==> src/rtl/game_pkg.sv <==
// Shared encodings for the game-state FSM, the chart ROM entry layout
// and the chart sequencer state machine.
package game_pkg;

  typedef enum logic [1:0] {
    GS_START  = 2'd0,
    GS_MENU   = 2'd1,
    GS_PLAY   = 2'd2,
    GS_FINISH = 2'd3
  } game_state_e;

  localparam int END_BIT  = 7;
  localparam int LANE_MSB = 6;
  localparam int LANE_LSB = 4;
  localparam int REST_MSB = 3;
  localparam int REST_LSB = 0;

  typedef enum logic [2:0] {
    SEQ_IDLE,
    SEQ_FETCH,
    SEQ_ISSUE,
    SEQ_WAIT,
    SEQ_DONE
  } seq_state_e;

  function automatic logic [2:0] entry_lanes(input logic [7:0] entry);
    return entry[LANE_MSB:LANE_LSB];
  endfunction

  function automatic logic [3:0] entry_rest(input logic [7:0] entry);
    return entry[REST_MSB:REST_LSB];
  endfunction

endpackage

==> src/rtl/tick_divider.sv <==
// Beat timebase: divides clk into ticks, and ticks into beats; beat_pulse is
// high for the single enabled cycle that completes a beat.
module tick_divider #(
  parameter int TICK_DIV   = 25000,
  parameter int BEAT_TICKS = 250
) (
  input  logic clk,
  input  logic rst,
  input  logic clr,
  input  logic en,
  output logic beat_pulse
);

  localparam int TW = (TICK_DIV > 1) ? $clog2(TICK_DIV) : 1;
  localparam int BW = (BEAT_TICKS > 1) ? $clog2(BEAT_TICKS) : 1;
  localparam logic [TW-1:0] TICK_LAST = TW'(TICK_DIV - 1);
  localparam logic [BW-1:0] BEAT_LAST = BW'(BEAT_TICKS - 1);

  logic [TW-1:0] r_tick_cnt;
  logic [BW-1:0] r_beat_cnt;
  logic          w_tick;

  assign w_tick     = en && (r_tick_cnt == TICK_LAST);
  assign beat_pulse = w_tick && (r_beat_cnt == BEAT_LAST);

  always_ff @(posedge clk or posedge rst) begin
    if (rst) begin
      r_tick_cnt <= '0;
      r_beat_cnt <= '0;
    end else if (clr) begin
      r_tick_cnt <= '0;
      r_beat_cnt <= '0;
    end else if (en) begin
      r_tick_cnt <= w_tick ? '0 : r_tick_cnt + TW'(1);
      if (w_tick) r_beat_cnt <= (r_beat_cnt == BEAT_LAST) ? '0 : r_beat_cnt + BW'(1);
    end
  end

endmodule

==> src/rtl/chart_sequencer.sv <==
// Note-chart playback sequencer: fetches chart entries over req/ack, issues
// lane spawns and paces steps in beats. Optional CHART_PAUSE_EN adds a pause input.
module chart_sequencer
  import game_pkg::*;
#(
  parameter int TICK_DIV   = 25000,
  parameter int BEAT_TICKS = 250,
  parameter int ADDR_W     = 6
) (
  input  logic              clk,
  input  logic              rst,
  input  logic [1:0]        state,
  input  logic [1:0]        song_sel,
`ifdef CHART_PAUSE_EN
  input  logic              pause,
`endif
  output logic              rom_req,
  output logic [ADDR_W+1:0] rom_addr,
  input  logic              rom_ack,
  input  logic [7:0]        rom_data,
  output logic              spawn_valid,
  output logic [2:0]        spawn_lanes,
  input  logic              spawn_ready,
  output logic              finish,
  output logic [ADDR_W-1:0] step_idx,
  output logic              busy
);

  seq_state_e        r_fsm;
  logic [1:0]        r_state_q;
  logic [1:0]        r_song;
  logic [ADDR_W-1:0] r_step;
  logic [3:0]        r_rest;
  logic [3:0]        r_beat_cnt;
  logic              r_rom_req;
  logic              r_spawn_valid;
  logic [2:0]        r_spawn_lanes;
  logic              r_finish;

  logic w_pause;
  logic w_in_play;
  logic w_play_start;
  logic w_beat_pulse;
  logic w_tick_clr;
  logic w_tick_en;

`ifdef CHART_PAUSE_EN
  assign w_pause = pause;
`else
  assign w_pause = 1'b0;
`endif

  assign w_in_play    = (state == GS_PLAY);
  assign w_play_start = w_in_play && (r_state_q != GS_PLAY);

  // Holding the divider in clear outside WAIT makes every WAIT start from zero.
  assign w_tick_clr = (r_fsm != SEQ_WAIT);
  assign w_tick_en  = (r_fsm == SEQ_WAIT) && !w_pause;

  tick_divider #(
    .TICK_DIV  (TICK_DIV),
    .BEAT_TICKS(BEAT_TICKS)
  ) u_tick_divider (
    .clk       (clk),
    .rst       (rst),
    .clr       (w_tick_clr),
    .en        (w_tick_en),
    .beat_pulse(w_beat_pulse)
  );

  always_ff @(posedge clk or posedge rst) begin
    if (rst) begin
      r_fsm         <= SEQ_IDLE;
      r_state_q     <= '0;
      r_song        <= '0;
      r_step        <= '0;
      r_rest        <= '0;
      r_beat_cnt    <= '0;
      r_rom_req     <= 1'b0;
      r_spawn_valid <= 1'b0;
      r_spawn_lanes <= '0;
      r_finish      <= 1'b0;
    end else begin
      r_state_q <= state;
      case (r_fsm)
        SEQ_IDLE: begin
          if (w_play_start) begin
            r_song     <= song_sel;
            r_step     <= '0;
            r_beat_cnt <= '0;
            if (song_sel == 2'd0) begin
              r_fsm    <= SEQ_DONE;
              r_finish <= 1'b1;
            end else begin
              r_fsm     <= SEQ_FETCH;
              r_rom_req <= !w_pause;
            end
          end
        end
        SEQ_FETCH: begin
          if (!w_in_play) begin
            r_fsm     <= SEQ_IDLE;
            r_rom_req <= 1'b0;
          end else if (r_rom_req && rom_ack) begin
            r_rom_req  <= 1'b0;
            r_rest     <= entry_rest(rom_data);
            r_beat_cnt <= '0;
            if (rom_data[END_BIT]) begin
              r_fsm    <= SEQ_DONE;
              r_finish <= 1'b1;
            end else if (entry_lanes(rom_data) == 3'b000) begin
              r_fsm <= SEQ_WAIT;
            end else begin
              r_fsm         <= SEQ_ISSUE;
              r_spawn_valid <= 1'b1;
              r_spawn_lanes <= entry_lanes(rom_data);
            end
          end else if (!r_rom_req && !w_pause) begin
            r_rom_req <= 1'b1;
          end
        end
        SEQ_ISSUE: begin
          if (!w_in_play) begin
            r_fsm         <= SEQ_IDLE;
            r_spawn_valid <= 1'b0;
          end else if (spawn_ready) begin
            r_fsm         <= SEQ_WAIT;
            r_spawn_valid <= 1'b0;
          end
        end
        SEQ_WAIT: begin
          if (!w_in_play) begin
            r_fsm <= SEQ_IDLE;
          end else if (w_beat_pulse) begin
            if (r_beat_cnt == r_rest) begin
              if (r_step == '1) begin
                r_fsm    <= SEQ_DONE;
                r_finish <= 1'b1;
              end else begin
                r_step    <= r_step + ADDR_W'(1);
                r_fsm     <= SEQ_FETCH;
                r_rom_req <= !w_pause;
              end
            end else begin
              r_beat_cnt <= r_beat_cnt + 4'd1;
            end
          end
        end
        SEQ_DONE: begin
          if (!w_in_play) begin
            r_fsm    <= SEQ_IDLE;
            r_finish <= 1'b0;
          end
        end
        default: r_fsm <= SEQ_IDLE;
      endcase
    end
  end

  assign rom_req     = r_rom_req;
  assign rom_addr    = {r_song, r_step};
  assign spawn_valid = r_spawn_valid;
  assign spawn_lanes = r_spawn_lanes;
  assign finish      = r_finish;
  assign step_idx    = r_step;
  assign busy        = (r_fsm != SEQ_IDLE);

endmodule

==> config.mk <==
export PLATFORM = sky130hd
export DESIGN_NAME = chart_sequencer
export DESIGN_NICKNAME = d
export VERILOG_FILES = /design/src/rtl/game_pkg.sv /design/src/rtl/tick_divider.sv /design/src/rtl/chart_sequencer.sv
export SDC_FILE = /design/constraint.sdc
export NUM_CORES = 1
export LEC_CHECK = 0
export CORE_MARGIN = 10
export CORE_UTILIZATION = 39
export DETAILED_ROUTE_END_ITERATION = 8
export SETUP_SLACK_MARGIN = 0.2
export SYNTH_ARGS = -nofsm -noshare
export SYNTH_HDL_FRONTEND = slang
export SYNTH_SLANG_ARGS = --single-unit
==> constraint.sdc <==
create_clock -name clk -period 2.87 [get_ports clk]
set_clock_uncertainty 0.2 [all_clocks]
set_input_delay 0.574 -clock clk [delete_from_list [all_inputs] [get_ports clk]]
set_output_delay 0.574 -clock clk [all_outputs]
set_load 0.05 [all_outputs]
# == Yosys cells after proc, flatten, opt, wreduce, memory -nomap -nowiden ==
# Cells that the tools add are included.
# totals
ff_bits,50
in_bits,16
output_inout_bits,21
wordCells,133
# classes
addsub,4
eq_ne,30
n_mux,61
n_bitwise,2
n_reduce_logical,24
# ops
operator,n
$mux W15,3
$mux W3,12
$mux W8,4
$ne A2 B2 Y1 const B,16
$mux W6,5
$mux W1,25
$mux W4,6
$reduce_and A6 Y1,3
$add A15 B1 Y15 const B,1
$eq A15 B15 Y1 const B,1
$pmux W3 S5,1
$reduce_and A7 Y1,2
$ne A3 B3 Y1 const B,4
$pmux W4 S3,1
$pmux W6 S2,1
$reduce_and A11 Y1,1
$add A8 B1 Y8 const B,1
$eq A8 B8 Y1 const B,1
$reduce_bool A2 Y1,4
$add A6 B1 Y6 const B,1
$eq A3 B2 Y1 const B,2
$eq A6 B6 Y1 const B,1
$logic_not A3 Y1,2
$reduce_bool A3 Y1,2
other kinds (16),21

# == Depth between registers and ports, before layout ==
# logic_depth
depth_word,6
ltp_mapped,8

# == Modules after synthesis ==
# A second synthesis with hierarchy kept.
# hier_totals
hier_cells,292
area_unflattened_um2,2792.7
# by_module_without_submodules
module,n_inst,cells_each,area_each_um2,seq_area_each_um2
chart_sequencer,1,155,1540.2,675.6
tick_divider,1,137,1252.5,575.6

# == Least setup slack after synthesis ==
# OpenSTA, ideal clock, no wires.
# synth_path
path_kind,register to register
start,reg u_tick_divider.r_tick_cnt[0]
end,reg r_step[4] (netlist: step_idx[4])
setup_ns,0.124
arrival_time_ns,2.258
slack_ns,0.288
path_stages_with_launch,7
n_path_buf,0
period_less_slack_ns,2.582
cell_sequence,dfrtp_1 > ha_1 > or4bb_1 > nor4_4 > a31oi_4 > or3_4 > a211o_1
# synth_via
elab_chain_len,5
# synth_rtl
element,line,text
"start, declared",tick_divider.sv:19,logic [TW-1:0] r_tick_cnt;
"start signal, assigned",tick_divider.sv:34,r_tick_cnt <= w_tick ? '0 : r_tick_cnt + TW'(1);
$eq A15 B15 Y1,tick_divider.sv:23,assign w_tick = en && (r_tick_cnt == TICK_LAST);
$logic_and A1 B1 Y1,tick_divider.sv:23,
$logic_and A1 B1 Y1,tick_divider.sv:24,assign beat_pulse = w_tick && (r_beat_cnt == BEAT_LAST);
$ne A2 B2 Y1 (no source line),--,
$reduce_and A6 Y1 (no source line),--,
"end signal, assigned",chart_sequencer.sv:140,r_step <= r_step + ADDR_W'(1);
"end, declared",chart_sequencer.sv:32,logic [ADDR_W-1:0] r_step;
# Every way passes these cells.
# A chain may end at the register's enable or synchronous reset.

# == Final worst setup path ==
# layout_path
start,reg u_tick_divider.r_tick_cnt[10]
end,reg r_step[4] (netlist: step_idx[4])
# The elaborated chain is that of the path after synthesis.

==> metrics <==
Crit. End Element=flop; endpoints failing setup=0; io pins=37; CP arrival=between 2 and 3 ns; Iteration-0 DRC Markers=between 80 and 90; Flop pwr share=0.369; Ys Warns=0; Post-Route WL=6.20 mm; NetSw=~0.92 mW; largest family of logic cells by synthesized area=simple AND/OR/NAND/NOR gates; Seq cells post-synth=50; # hold bufs at CTS=0; post-CTS setup buffers=0; Die ar.=0.0109 mm2; Synth Area in XOR/XNOR=0.0505; first-pass GRT wire length=between 10 and 15 mm; register area=0.00125 mm2; RSZ-0062 raised after global routing=no; root buffer cell=clkbuf_8; Mapped Area=roughly 0.0028 mm2; startpoint types=flop; Total GRT Usage=0.113; critical path class=flop to flop; CP Cell Sequence=or4_4, nor4_4, buf_4, a31oi_4, or3_4, a211o_1; Hold/Removal Path Class=flop to flop; Slowest cell on crit path=or4_4; drt first pass iters=4; largest stage delay on the critical path=0.54 ns; via density per instance=5.30; RePlAce Congestion=a little under 0.8; share of layout cells above drive strength 1=0.121; total gr overflow=0; vias in the first global route=roughly 2.3k; CTS tree=built; post-route insts no fill=426; DP Worst Slack=between 0.15 and 0.2 ns; Cell variety after synth=54; outcome=completed; cts repair resizes=0; largest net degree at the start of global routing=just over 50; clock network fraction of total power=0.242; Seq/Total Area, Yosys=0.451; post-synthesis adder-cell area fraction=0.0226; leakage=roughly 1.4 nW; final worst slack=around 0.33 ns; ant diodes=0; Remaining DRCs=0; CTS clock-pin slew for the worst setup and hold paths=~0.090 ns; sw frac=0.367; combinational power share=0.389; Routed Antenna Nets=0; Hold Vio Cnt, Final=0; FMAX=between 0.3 and 0.4 GHz; Compound-Gate Fraction of Synth Area=0.165; Post-Synthesis Cells=~280; PwrDens=726 mW/mm2; Mapped Avg Cell Area=9.77 um2; Worst Path Required=around 2.9 ns; P_int=approximately 1.6 mW; DR vias=about 2.3k; Post-synth top flop=dfrtp_1; Synth async-reset ratio=1.00; commonest non-fill, non-tap cell in the layout=dfrtp_1; multi-input logic area=0.00142 mm2; Area growth syn-to-layout=24.0%; Row Count=30; simple-gate area share of the yosys netlist=0.233; fill count=roughly 640; DP HPWL=4.49 mm; clock sink count=50; peak supply drop=~270 uV; largest fanout on the critical path=9; max cap viols=0; TNS Setup=0 ns; die width=about 100 um; Post-synth EDFFs=0; CTS max path bufs=2; DP Cell Count=418; Die Y=approximately 100 um; initial antenna violation count=0; Core ar.=about 0.007 mm2; CTS buffer count=5; routed len/inst=~15 um; Slew @ Worst Pin=about 0.63 ns; nets=350; worst hold slack=0.301 ns; mux contribution to synthesized area=0.0406; input/output buffers=36; min Tclk post-route=~2.5 ns; max_slew headroom=0.583; syn nets=about 310; crit share post-route=0.886; Skew-Pair Late Insertion Delay=0.30 ns; H-tree levels=2; Max Slew Vio Count=0; most frequent cells in the layout=dfrtp_1, clkdlybuf4s50_1, nor2_1, buf_4, a21oi_1; Starting Density=0.404
sequential cells by signal, summed over array words and instances (netlist names):
name,flops
step_idx,6
r_beat_cnt,4
spawn_valid,1
u_tick_divider.r_tick_cnt,15
u_tick_divider.r_beat_cnt,8
rom_req,1
spawn_lanes,3
finish,1
r_state_q,2
r_rest,4
r_song,2
r_fsm,3
synthesized netlist by cell type, types with 3 or more instances:
master	n	area [um2]
dfrtp_1	50	1250
nor2_1	24	90.1
a21oi_1	15	75.1
nand3_1	14	70.1
nand2_1	12	45.0
o21ai_0	12	60.1
nor3_1	11	55.1
xor2_1	11	96.3
mux2_2	8	90.1
a21o_1	7	52.6
clkbuf_1	7	26.3
inv_1	7	26.3
o21ai_1	7	35.0
buf_4	6	45.0
o31ai_1	6	45.0
and3_1	5	31.3
ha_1	5	62.6
nand4_1	5	31.3
or3_1	5	31.3
xnor2_1	5	43.8
a31oi_1	4	25.0
and2_1	4	25.0
nand2b_1	4	25.0
nor3b_1	4	30.0
nand3b_1	3	22.5
nor2b_1	3	18.8
nor4_1	3	18.8
o21bai_1	3	22.5
o41ai_1	3	26.3
path summary, 6_finish.rpt:
| kind | slack [ns] | cells past startpoint | startpoint | end |
|---|---|---|---|---|
| worst max-delay path | 0.33 | 6 | u_tick_divider.r_tick_cnt[10]$_DFF_PP0_ | step_idx[4]$_DFFE_PP0P_ |
| worst max register to register | 0.33 | 6 | u_tick_divider.r_tick_cnt[10]$_DFF_PP0_ | step_idx[4]$_DFFE_PP0P_ |
| worst min-delay path | 0.30 | 1 | r_song[0]$_DFFE_PP0P_ | r_song[0]$_DFFE_PP0P_ |
| max in group asynchronous | 1.50 | 3 | rst | r_beat_cnt[2]$_DFFE_PP0P_ |
| worst min register to register | 0.30 | 1 | r_song[0]$_DFFE_PP0P_ | r_song[0]$_DFFE_PP0P_ |
| min in group asynchronous | 0.56 | 3 | rst | u_tick_divider.r_tick_cnt[5]$_DFF_PP0_ |
critical path: cells and delay by family, from the launching register on:
family | cells | cell delay (ns)
flops | 1 | 0.44
buf+inv | 1 | 0.21
simple gates | 3 | 1.16
compound gates | 2 | 0.43
layer usage:
layer  global-route usage  wire length [um]
met5                    0                 0
met4               0.0368                68
met3               0.0235               204
met2                0.187              2960
met1                0.143              2970
metrics by stage:
stage	cell area (um2)	util	power [mW]
finish	3440	0.501	2.50
CTS	3440	0.501	2.53
global route	3440	0.501	2.65
global placement	3300	0.480	1.90
floorplan	2770	-	1.58
detailed placement	3300	0.480	1.91
cells by family (layout without fill, tap and decap cells):
| group | after synthesis | count (layout) |
|---|---|---|
| buffers and inverters | 21 | 67 |
| flip-flops | 50 | 50 |
| adder cells (fa/ha/maj) | 5 | 5 |
| AO/OA/AOI/OAI | 69 | 69 |
| multiplexers | 10 | 10 |
| AND/OR/NAND/NOR | 113 | 113 |
| XOR/XNOR | 16 | 16 |
final cells by class:
cell class,instances,area share
flip-flops and latches,50,0.364
multi-input cells,213,0.413
well taps,96,0.0349
clock inverters,2,0.0175
inverters,7,0.00764
clock buffers,6,0.0240
repair buffers,52,0.139
power by group through the flow:
| stage | Combinational [mW] | Clock (mW) | Sequential, mW |
|---|---|---|---|
| 5_1_grt | 1.05 | 0.653 | 0.944 |
| 2_1_floorplan | 0.517 | 0 | 1.06 |
| 6_report | 0.971 | 0.604 | 0.922 |
| 3_5_place_dp | 0.975 | 0 | 0.940 |
| 4_1_cts | 0.979 | 0.627 | 0.923 |
| 3_3_place_gp | 0.967 | 0 | 0.935 |
(Power assumes the default switching activity.)
